File: src/rtl/snake_pkg.sv
// Shared types and field layout for the snake game logic and its renderer.
package snake_pkg;

    typedef enum logic [1:0] {
        DIR_RIGHT = 2'd0,
        DIR_LEFT  = 2'd1,
        DIR_DOWN  = 2'd2,
        DIR_UP    = 2'd3
    } dir_t;

    typedef enum logic {
        ST_RUN  = 1'b0,
        ST_DEAD = 1'b1
    } state_t;

    localparam logic [7:0] KEY_RIGHT = 8'h74;
    localparam logic [7:0] KEY_LEFT  = 8'h6B;
    localparam logic [7:0] KEY_DOWN  = 8'h72;
    localparam logic [7:0] KEY_UP    = 8'h75;
    localparam logic [7:0] KEY_SPACE = 8'h29;

    localparam int POS_W = 13;
    localparam int X_MSB = 6;
    localparam int Y_LSB = 7;
    localparam int Y_MSB = 12;
    localparam int X_W   = X_MSB + 1;
    localparam int Y_W   = Y_MSB - Y_LSB + 1;

    localparam int DEFAULT_GRID_W = 64;
    localparam int DEFAULT_GRID_H = 48;

    // Opposite directions differ only in bit 0 of the encoding.
    function automatic dir_t reverse_dir(input dir_t d);
        return dir_t'({d[1], ~d[0]});
    endfunction

    // Start layout: a horizontal snake on row 0 with the head furthest right.
    function automatic logic [POS_W-1:0] init_seg(input int segments, input int idx);
        logic [X_W-1:0] x;
        x = X_W'(segments - 1 - idx);
        return {{Y_W{1'b0}}, x};
    endfunction

endpackage

File: src/rtl/snake_dir_ctrl.sv
// Arrow-key decode, reversal filter and the pending/current direction registers.
module snake_dir_ctrl
    import snake_pkg::*;
(
    input  logic       clk,
    input  logic       reset,
    input  logic       reinit,
    input  logic       enable,
    input  logic       key_valid,
    input  logic [7:0] key_code,
    input  logic       move,
    output dir_t       pend_dir,
    output logic       restart
);

    dir_t r_pendDir;
    dir_t r_curDir;
    dir_t w_keyDir;
    logic w_isArrow;
    logic w_accept;

    // Map a make code to a direction; anything that is not an arrow is flagged.
    always_comb begin
        w_isArrow = 1'b1;
        w_keyDir  = DIR_RIGHT;
        case (key_code)
            KEY_RIGHT: w_keyDir = DIR_RIGHT;
            KEY_LEFT:  w_keyDir = DIR_LEFT;
            KEY_DOWN:  w_keyDir = DIR_DOWN;
            KEY_UP:    w_keyDir = DIR_UP;
            default:   w_isArrow = 1'b0;
        endcase
    end

    // A reversal is judged against the direction last moved, not the pending one.
    assign w_accept = enable && key_valid && w_isArrow && (w_keyDir != reverse_dir(r_curDir));

    // Pending direction follows accepted keys; current direction commits on each move.
    always_ff @(posedge clk) begin
        if (reset || reinit) begin
            r_pendDir <= DIR_RIGHT;
            r_curDir  <= DIR_RIGHT;
        end else begin
            if (move) begin
                r_curDir <= r_pendDir;
            end
            if (w_accept) begin
                r_pendDir <= w_keyDir;
            end
        end
    end

    assign pend_dir = r_pendDir;
    assign restart  = key_valid && (key_code == KEY_SPACE);

endmodule

File: src/rtl/snake_mover.sv
// Snake game stage: step timing, run/dead FSM, segment shift register and collisions.
module snake_mover
    import snake_pkg::*;
#(
    parameter int SEGMENTS = 4,
    parameter int GRID_W   = DEFAULT_GRID_W,
    parameter int GRID_H   = DEFAULT_GRID_H,
    parameter int STEP_DIV = 4
)
(
    input  logic                      clk,
    input  logic                      reset,
    input  logic                      tick,
    input  logic                      key_valid,
    input  logic [7:0]                key_code,
    input  logic                      pause,
    output logic [POS_W*SEGMENTS-1:0] positions,
    output logic                      died,
    output logic                      alive
);

    localparam logic [X_W-1:0] X_MAX     = X_W'(GRID_W - 1);
    localparam logic [Y_W-1:0] Y_MAX     = Y_W'(GRID_H - 1);
    localparam logic [3:0]     STEP_LAST = 4'(STEP_DIV - 1);

    state_t           r_state;
    state_t           w_nextState;
    logic [3:0]       r_stepCnt;
    logic [POS_W-1:0] r_seg [SEGMENTS];
    logic             r_died;
    logic             r_alive;

    dir_t             w_pendDir;
    logic             w_restart;
    logic             w_running;
    logic             w_tickRun;
    logic             w_move;
    logic             w_reinit;
    logic [X_W-1:0]   w_headX;
    logic [Y_W-1:0]   w_headY;
    logic [X_W-1:0]   w_nextX;
    logic [Y_W-1:0]   w_nextY;
    logic [POS_W-1:0] w_nextHead;
    logic             w_wallHit;
    logic             w_selfHit;
    logic             w_collide;
    logic             w_diedNext;
    logic             w_aliveNext;

    assign w_running = (r_state == ST_RUN);
    assign w_tickRun = tick && w_running && !pause;
    assign w_move    = w_tickRun && (r_stepCnt == STEP_LAST);
    assign w_reinit  = (r_state == ST_DEAD) && w_restart;

    snake_dir_ctrl u_dirCtrl (
        .clk       (clk),
        .reset     (reset),
        .reinit    (w_reinit),
        .enable    (w_running),
        .key_valid (key_valid),
        .key_code  (key_code),
        .move      (w_move),
        .pend_dir  (w_pendDir),
        .restart   (w_restart)
    );

    assign w_headX    = r_seg[0][X_MSB:0];
    assign w_headY    = r_seg[0][Y_MSB:Y_LSB];
    assign w_nextHead = {w_nextY, w_nextX};

    // Candidate head cell one step along the pending direction, plus the wall test.
    always_comb begin
        w_nextX   = w_headX;
        w_nextY   = w_headY;
        w_wallHit = 1'b0;
        case (w_pendDir)
            DIR_RIGHT: begin
                w_nextX   = w_headX + 7'd1;
                w_wallHit = (w_headX == X_MAX);
            end
            DIR_LEFT: begin
                w_nextX   = w_headX - 7'd1;
                w_wallHit = (w_headX == '0);
            end
            DIR_DOWN: begin
                w_nextY   = w_headY + 6'd1;
                w_wallHit = (w_headY == Y_MAX);
            end
            default: begin
                w_nextY   = w_headY - 6'd1;
                w_wallHit = (w_headY == '0);
            end
        endcase
    end

    // Body hit test; the tail is skipped because it moves out of the way this step.
    always_comb begin
        w_selfHit = 1'b0;
        for (int i = 0; i < SEGMENTS - 1; i++) begin
            if (r_seg[i] == w_nextHead) begin
                w_selfHit = 1'b1;
            end
        end
    end

    assign w_collide = w_wallHit || w_selfHit;

    // Frame-tick divider; holds while paused or dead.
    always_ff @(posedge clk) begin
        if (reset || w_reinit) begin
            r_stepCnt <= '0;
        end else if (w_tickRun) begin
            r_stepCnt <= (r_stepCnt == STEP_LAST) ? 4'd0 : r_stepCnt + 4'd1;
        end
    end

    // Segment shift register: advance on a clean move, otherwise stay frozen.
    always_ff @(posedge clk) begin
        if (reset || w_reinit) begin
            for (int i = 0; i < SEGMENTS; i++) begin
                r_seg[i] <= init_seg(SEGMENTS, i);
            end
        end else if (w_move && !w_collide) begin
            r_seg[0] <= w_nextHead;
            for (int i = 1; i < SEGMENTS; i++) begin
                r_seg[i] <= r_seg[i-1];
            end
        end
    end

    // FSM state register, also registering the decoded outputs.
    always_ff @(posedge clk) begin
        if (reset) begin
            r_state <= ST_RUN;
            r_died  <= 1'b0;
            r_alive <= 1'b1;
        end else begin
            r_state <= w_nextState;
            r_died  <= w_diedNext;
            r_alive <= w_aliveNext;
        end
    end

    // FSM next state: a colliding move kills, a space key in DEAD revives.
    always_comb begin
        w_nextState = r_state;
        case (r_state)
            ST_RUN: begin
                if (w_move && w_collide) begin
                    w_nextState = ST_DEAD;
                end
            end
            default: begin
                if (w_restart) begin
                    w_nextState = ST_RUN;
                end
            end
        endcase
    end

    // FSM outputs, computed one cycle ahead so the ports come straight from flops.
    always_comb begin
        w_diedNext  = w_running && w_move && w_collide;
        w_aliveNext = (w_nextState == ST_RUN);
    end

    for (genvar g = 0; g < SEGMENTS; g++) begin : g_pack
        assign positions[POS_W*g +: POS_W] = r_seg[g];
    end

    assign died  = r_died;
    assign alive = r_alive;

endmodule

File: config.mk
export PLATFORM = sky130hd
export DESIGN_NAME = snake_mover
export DESIGN_NICKNAME = d
export VERILOG_FILES = /design/src/rtl/snake_pkg.sv /design/src/rtl/snake_dir_ctrl.sv /design/src/rtl/snake_mover.sv
export SDC_FILE = /design/constraint.sdc
export NUM_CORES = 1
export LEC_CHECK = 0
export ABC_CLOCK_PERIOD_IN_PS = 17850
export BUFFER_PORTS_ARGS = -buffer_cell sky130_fd_sc_hd__buf_4
export CAP_MARGIN = 10
export CORE_MARGIN = 2
export CORE_UTILIZATION = 35
export CTS_BUF_LIST = sky130_fd_sc_hd__clkbuf_4
export CTS_CLUSTER_SIZE = 12
export DETAILED_ROUTE_END_ITERATION = 10
export MAX_ROUTING_LAYER = met4
export PLACE_DENSITY = 0.64
export SETUP_SLACK_MARGIN = 0.5
export SLEW_MARGIN = 20
export SYNTH_ARGS = -nofsm -noshare
export SYNTH_HDL_FRONTEND = slang
export SYNTH_HIERARCHICAL = 1
export SYNTH_SLANG_ARGS = --single-unit
export TNS_END_PERCENT = 5
File: constraint.sdc
create_clock -name clk -period 17.85 [get_ports clk]
set_clock_uncertainty 0.2 [all_clocks]
set_input_delay 5.355 -clock clk [delete_from_list [all_inputs] [get_ports clk]]
set_output_delay 5.355 -clock clk [all_outputs]
set_load 0.02 [all_outputs]
==> metrics.cfg, run 1 <==
[run_status]
status=complete, no violations

[power]
p_leak_uw=0.00173
power_uw=328
ir_drop_v=0.0000278
power_density_nw_per_um2=71.3

[timing]
drv_slew=0
min_period_over_period_pct=45.4
hold_viol=0
setup_tns_ps=0
rsz0062_at_grt=false
setup_viol=0
slew_headroom_pct=33.1
max_freq_mhz=123
hold_ws_ps=342
tightest_slew_ps=1000
period_minus_slack_ps=8100

[detailed_routing]
vias=3103
via_per_inst=5.44
wl_per_cell_um=16.9
wl_um=9650
drt_iter0_drc=179
firstDrtPassIters=4
final_antenna_net_count=0
drc=0

[setup_path]
crit_path_end_kind=flop
critPathMaxFanout=28
worstSetupStartpoint=pause
path_class=in2reg
crit_top_cell=buf_4
rrSetupSlack_ps=12500
cp_top_family=simple AND/OR/NAND/NOR gates
worst-path-stages=6
cpMaxStageDelayCell=o21ai_4
critPathCapture=r_seg[0][24]
cp.required_ps=17750
critical_path_buf_inv_count=2
r2r_cells=11
crit_path_start_kind=input port
r2r_start=u_dirCtrl/pend_dir[0]
crit_chain=buf_4 > nor3b_1 > nand2_1 > or3_1 > o21ai_4 > buf_4
reg2reg_to=r_seg[0][24]
critPathMaxStageDelay_ps=850
crit_arrival_ps=8010

[clock_tree]
cts-buffers-inserted=9
clk_pin_slew_ps=110
root_buffer=clkbuf_4
ctsHtreeMaxLevel=3
cts_tree=yes
clock_sinks=63
clockBufferDepth=2
cts_resized=0
clk_latency_ps=430
cts_setup_buffers=0
cts.hold.buffers_added=0

[logic_synthesis]
synth_common_cells=edfxtp_1, nor2_1, nand3_1
yosys-top-cells-area=edfxtp_1, dfxtp_1, xnor2_1
synth-seq-cells=63
syn_inst=369
netlist-cell-type-count=67
ys.flop_type=edfxtp_1
synth.top_cell.area_share_pct=40.8
synthesis.area_um2=3830
post-synth-top-count-cell=edfxtp_1
synth_fp_nets=389
synth_seq_area_share_pct=46.6
synth_edf_count=52
syn_avg_cell_area_um2=10.4
synthDominantAreaCellType=edfxtp_1
async_flop_share_pct=0
ys_warn_count=6

[cells_and_area]
areaGrowthSynthToFinish_pct=20.2
fin_nets=445
drive_gt1_share_pct=24.7
n_antenna_cell=0

[flow_run]
drv_cap=0

[floorplan]
die_h_um=109
io_pins=67
core_um2=10700
dieArea_um2=11800
die_w_um=109
initial_utilization_pct=35.6
core.rowCount=38

[placement]
portBuffers=66
place_congestion=0.882
dpl.hpwl_um=6780

[global_routing]
antenna_found_initial=0
gr-total-overflow=0
grt_pass1_wl_um=15100
grt_pass1_vias=2877
grt_max_degree=54
track_usage_pct=17.4

[worst_hold_path]
hold_class=reg2reg

[metrics by stage]
stage	instances	setup WS [ps]	cell area (um^2)	util, %
after floorplan	369	6850	3830	-
after global placement	554	9340	4410	41.1
after detailed placement	554	9310	4410	41.1
after CTS	570	9760	4600	42.8
after global routing	570	9590	4600	42.8
final	570	9750	4600	42.8
[per-layer routing]
metal / up-vias / GRT usage, % / wire, um
li1: 1485 / - / -
met1: 1493 / 21.6 / 4310
met2: 109 / 27.0 / 4520
met3: 16 / 4.52 / 635
met4: 0 / 6.96 / 187
met5: - / - / 0
[layout make-up]
type	instances	area, um^2
Fill cell	1039	6150
Multi-Input combinational cell	267	1880
Sequential cell	63	1780
Timing Repair Buffer	70	526
Tap cell	140	175
Clock inverter	7	119
Clock buffer	9	67.6
Inverter	14	52.6
[where the power goes]
group          internal (uW)  switching (uW)  leakage (uW)
clock                   71.0            56.5     0.0000925
combinational           14.2            18.3       0.00102
sequential               163            5.39      0.000612
total                    248            80.1       0.00173
[worst min-delay path, delay by kind of cell, from the launching register on]
family,cells,cell delay (ps)
simple gates,1,80
flops,1,360
mux,1,70
[kinds of logic (layout without fill, tap and decap cells)]
logic type,count (synthesis),after routing,share of synthesized area (%)
AND/OR/NAND/NOR,174,174,24.9
flip-flops,63,63,46.6
XOR/XNOR,41,41,11.4
buffers and inverters,39,100,4.71
AO/OA/AOI/OAI,39,39,8.34
multiplexers,6,6,1.60
adder cells (fa/ha/maj),7,7,2.49
[sequential cells by signal, summed over array words and instances (netlist names)]
register	cells
u_dirCtrl/r_curDir	2
r_stepCnt	4
r_seg	52
died	1
alive	1
u_dirCtrl/pend_dir	2
r_state	1
[cell usage in the layout (no fill, tap or decap), types with 4 or more instances in the layout]
cell / instances
buf_4: 70
edfxtp_1: 52
nor2_1: 42
nand3_1: 39
xnor2_1: 23
inv_1: 14
nand2_1: 14
nor4_1: 13
nor3_1: 13
xor2_1: 12
dfxtp_1: 11
clkbuf_4: 9
nand2b_1: 8
a21oi_1: 6
or4_1: 6
ha_1: 6
mux2i_1: 5
nand4_1: 4
xnor3_1: 4
nand3b_1: 4
o21ai_0: 4
[how the worst min path moves through the flow]
| stage | start | cells past startpoint | end | slack, ps |
|---|---|---|---|---|
| floorplan | u_dirCtrl/r_curDir[1] | 2 | u_dirCtrl/r_curDir[1] | 280 |
| global placement | r_stepCnt[1] | 2 | r_stepCnt[1] | 310 |
| detailed placement | u_dirCtrl/r_curDir[1] | 2 | u_dirCtrl/r_curDir[1] | 330 |
| CTS | u_dirCtrl/r_curDir[1] | 2 | u_dirCtrl/r_curDir[1] | 360 |
| global route | u_dirCtrl/r_curDir[1] | 2 | u_dirCtrl/r_curDir[1] | 380 |
| finish | u_dirCtrl/r_curDir[1] | 2 | u_dirCtrl/r_curDir[1] | 340 |
Note: power is estimated with default switching activity, not from simulation.
==> run 2, diff against run 1 <==
ABC_AREA = 1   (was unset)
ABC_CLOCK_PERIOD_IN_PS = 8119   (was 17850)
clock period = 8.12 ns   (was 17.85 ns; I/O delays follow)
==> run 2 against run 1 <==
Cell count grew 28%; via count grew 14%; clock-buffer cell count rose by 1; core utilization shrank 1.4 points; highest routed layer unchanged; power up 96%; area after synthesis up 10%; sequential cell count is the same; register-to-register slack worse by 8900 ps; combinational power rose to 2.8 times the previous value; synthesized cell count increased by 38%; first-iteration DRC count grew 69%.
==> metrics.cfg, run 2 <==
[run_status]
status=complete, no violations

[setup_path]
path_class=in2reg
crit_path_start_kind=input port
critical_path_buf_inv_count=3  ; +1
critPathMaxStageDelay_ps=540  ; -310 ps
cp.required_ps=7970  ; -9780 ps
critPathMaxFanout=52  ; +86%
crit_top_cell=buf_4
crit_chain=buf_4 > nor3_1 > nand2_1 > nor3_1 > nand4_4 > buf_4 > nand2_2 > buf_4
cpMaxStageDelayCell=buf_4
crit_path_end_kind=flop
crit_arrival_ps=4760  ; -3250 ps
cp_top_family=simple AND/OR/NAND/NOR gates

[floorplan]
core.rowCount=40  ; +5.3%
die_w_um=114  ; +4.7%
core_um2=11900  ; +10%
dieArea_um2=12900  ; +9.7%
die_h_um=114  ; +4.7%
io_pins=67  ; unchanged
initial_utilization_pct=35.5  ; -0.10 points

[clock_tree]
cts_resized=0  ; unchanged
root_buffer=clkbuf_4
clockBufferDepth=2  ; unchanged
cts_setup_buffers=0  ; unchanged
clk_pin_slew_ps=100  ; about the same
cts_tree=yes
ctsHtreeMaxLevel=3  ; unchanged
cts.hold.buffers_added=0  ; unchanged
cts-buffers-inserted=9  ; unchanged
clk_latency_ps=410  ; -20 ps
clock_sinks=63  ; unchanged

[detailed_routing]
vias=3535  ; +14%
firstDrtPassIters=4  ; unchanged
wl_per_cell_um=13.1  ; -23%
wl_um=9510  ; -1.4%
via_per_inst=4.86  ; -11%
drc=0  ; unchanged
drt_iter0_drc=302  ; +69%
final_antenna_net_count=0  ; unchanged

[logic_synthesis]
synth_fa_ha_area_share_pct=2.26  ; -0.23 points
synth_compound_area_share_pct=2.29  ; -6.1 points
synthDominantAreaCellType=edfxtp_1
syn_inst=509  ; +38%
yosys-top-cells-area=edfxtp_1, nand2_1, nor3_2
synthMuxAreaShare_pct=0  ; -1.6 points
ys.flop_type=edfxtp_1
synth_edf_count=52  ; unchanged
synth.top_cell.area_share_pct=37.1  ; -3.7 points
synth-xor-area-share_pct=1.66  ; -9.7 points
syn_avg_cell_area_um2=8.27  ; -20%
yosys.area_share.simple_pct=42.3  ; +17 points
async_flop_share_pct=0  ; unchanged
synth_common_cells=nand2_1, inv_1, nand3_1
synth_top_family_by_area=simple AND/OR/NAND/NOR gates
post-synth-top-count-cell=nand2_1
netlist-cell-type-count=34  ; -49%
synth-seq-cells=63  ; unchanged
ys_warn_count=6  ; unchanged
synthesis.area_um2=4210  ; +10%
synth_seq_area_share_pct=42.3  ; -4.3 points
synth_fp_nets=529  ; +36%

[power]
ir_drop_v=0.0000558  ; +100%
power_density_nw_per_um2=131  ; +83%
p_leak_uw=0.00218  ; +27%

[timing]
rsz0062_at_grt=false
hold_viol=0  ; unchanged
hold_ws_ps=299  ; -43.2 ps
slew_headroom_pct=44.2  ; +11 points
setup_tns_ps=0  ; unchanged
period_minus_slack_ps=4910
tightest_slew_ps=837  ; -163 ps
drv_slew=0  ; unchanged
finalWorstSetupSlack_ps=3210  ; -6540 ps
max_freq_mhz=204
setup_viol=0  ; unchanged
min_period_over_period_pct=60.5

[placement]
place_congestion=0.887  ; +0.54%
dp_slack_ps=2800  ; -6510 ps
portBuffers=66  ; unchanged
dpl.hpwl_um=6820  ; +0.59%

[cells_and_area]
regMostFlops=r_seg
largest_reg_flops=52  ; unchanged
areaGrowthSynthToFinish_pct=16.7
drive_gt1_share_pct=30.2  ; +5.5 points
layout_common_cells=nand2_1, buf_4, inv_1
n_antenna_cell=0  ; unchanged
fin_nets=595  ; +34%
layout_commonest_cell=nand2_1
reg_top3=r_seg (52), r_stepCnt (4)

[global_routing]
grt_max_degree=53  ; -1.9%
antenna_found_initial=0  ; unchanged
track_usage_pct=15.8  ; -1.5 points
grt_pass1_vias=3413  ; +19%
grt_pass1_wl_um=16000  ; +6.0%
gr-total-overflow=0  ; unchanged

[flow_run]
drv_cap=0  ; unchanged

[worst_hold_path]
hold_class=reg2reg

run 2: cell count changes in the layout (fill, tap and decap cells not counted), sizes merged, moves of 6 or more:
cell    change
nand3      +22
nor2        -8
nor4       -12
xnor2      -24
inv        +56
or4         -6
nand2b      -8
nor3       +40
nand2     +151
run 2: worst paths after layout:
kind | startpoint | to | slack [ps] | cells after the start
worst min-delay path | u_dirCtrl/r_curDir[1] | u_dirCtrl/r_curDir[1] | 300 | 2
worst max register to register | u_dirCtrl/pend_dir[0] | r_seg[0][0] | 3560 | 20
worst max-delay path | pause | r_seg[0][0] | 3210 | 8
worst min register to register | u_dirCtrl/r_curDir[1] | u_dirCtrl/r_curDir[1] | 300 | 2
run 2: worst min-delay path: stages (launching register included):
cell and delay (ps):
dfxtp_1 330, inv_1 70, a21oi_1 70
run 2: layout make-up:
class | instances | area [um^2]
inverters | 71 | 267
clock buffers | 10 | 75.1
clock inverters | 6 | 37.5
flip-flops and latches | 63 | 1780
well taps | 147 | 184
repair buffers | 70 | 526
fillers | 1162 | 6950
multi-input cells | 360 | 2040
run 2: logic make-up (layout without fill, tap and decap cells):
family,count (synthesis),in the layout
AO/OA/AOI/OAI,18,18
adder cells (fa/ha/maj),7,7
XOR/XNOR,8,8
buffers and inverters,86,157
AND/OR/NAND/NOR,327,327
flip-flops,63,63
run 2: routing by layer:
| metal | wire [um] | vias up | share of wire [%] | GRT usage (%) |
|---|---|---|---|---|
| li1 | - | 1806 | - | - |
| met1 | 4340 | 1623 | 46 | 19.9 |
| met2 | 4550 | 92 | 48 | 25.2 |
| met3 | 473 | 14 | 5.0 | 3.03 |
| met4 | 150 | 0 | 1.6 | 6.18 |
| met5 | 0 | - | 0 | - |
run 2: per-stage QoR:
stage               std cells  cell area [um^2]  util, %  total power [uW]
finish                    727              4910     41.4               642
detailed placement        711              4800     40.5               465
global placement          711              4800     40.5               463
global route              727              4910     41.4               674
floorplan                 509              4210        -               433
CTS                       727              4910     41.4               650
run 2: where the power goes:
part | switching (uW) | internal, uW | total [uW]
registers | 8.85 | 358 | 367
logic | 59.6 | 30.8 | 90.4
clock network | 120 | 64.5 | 184
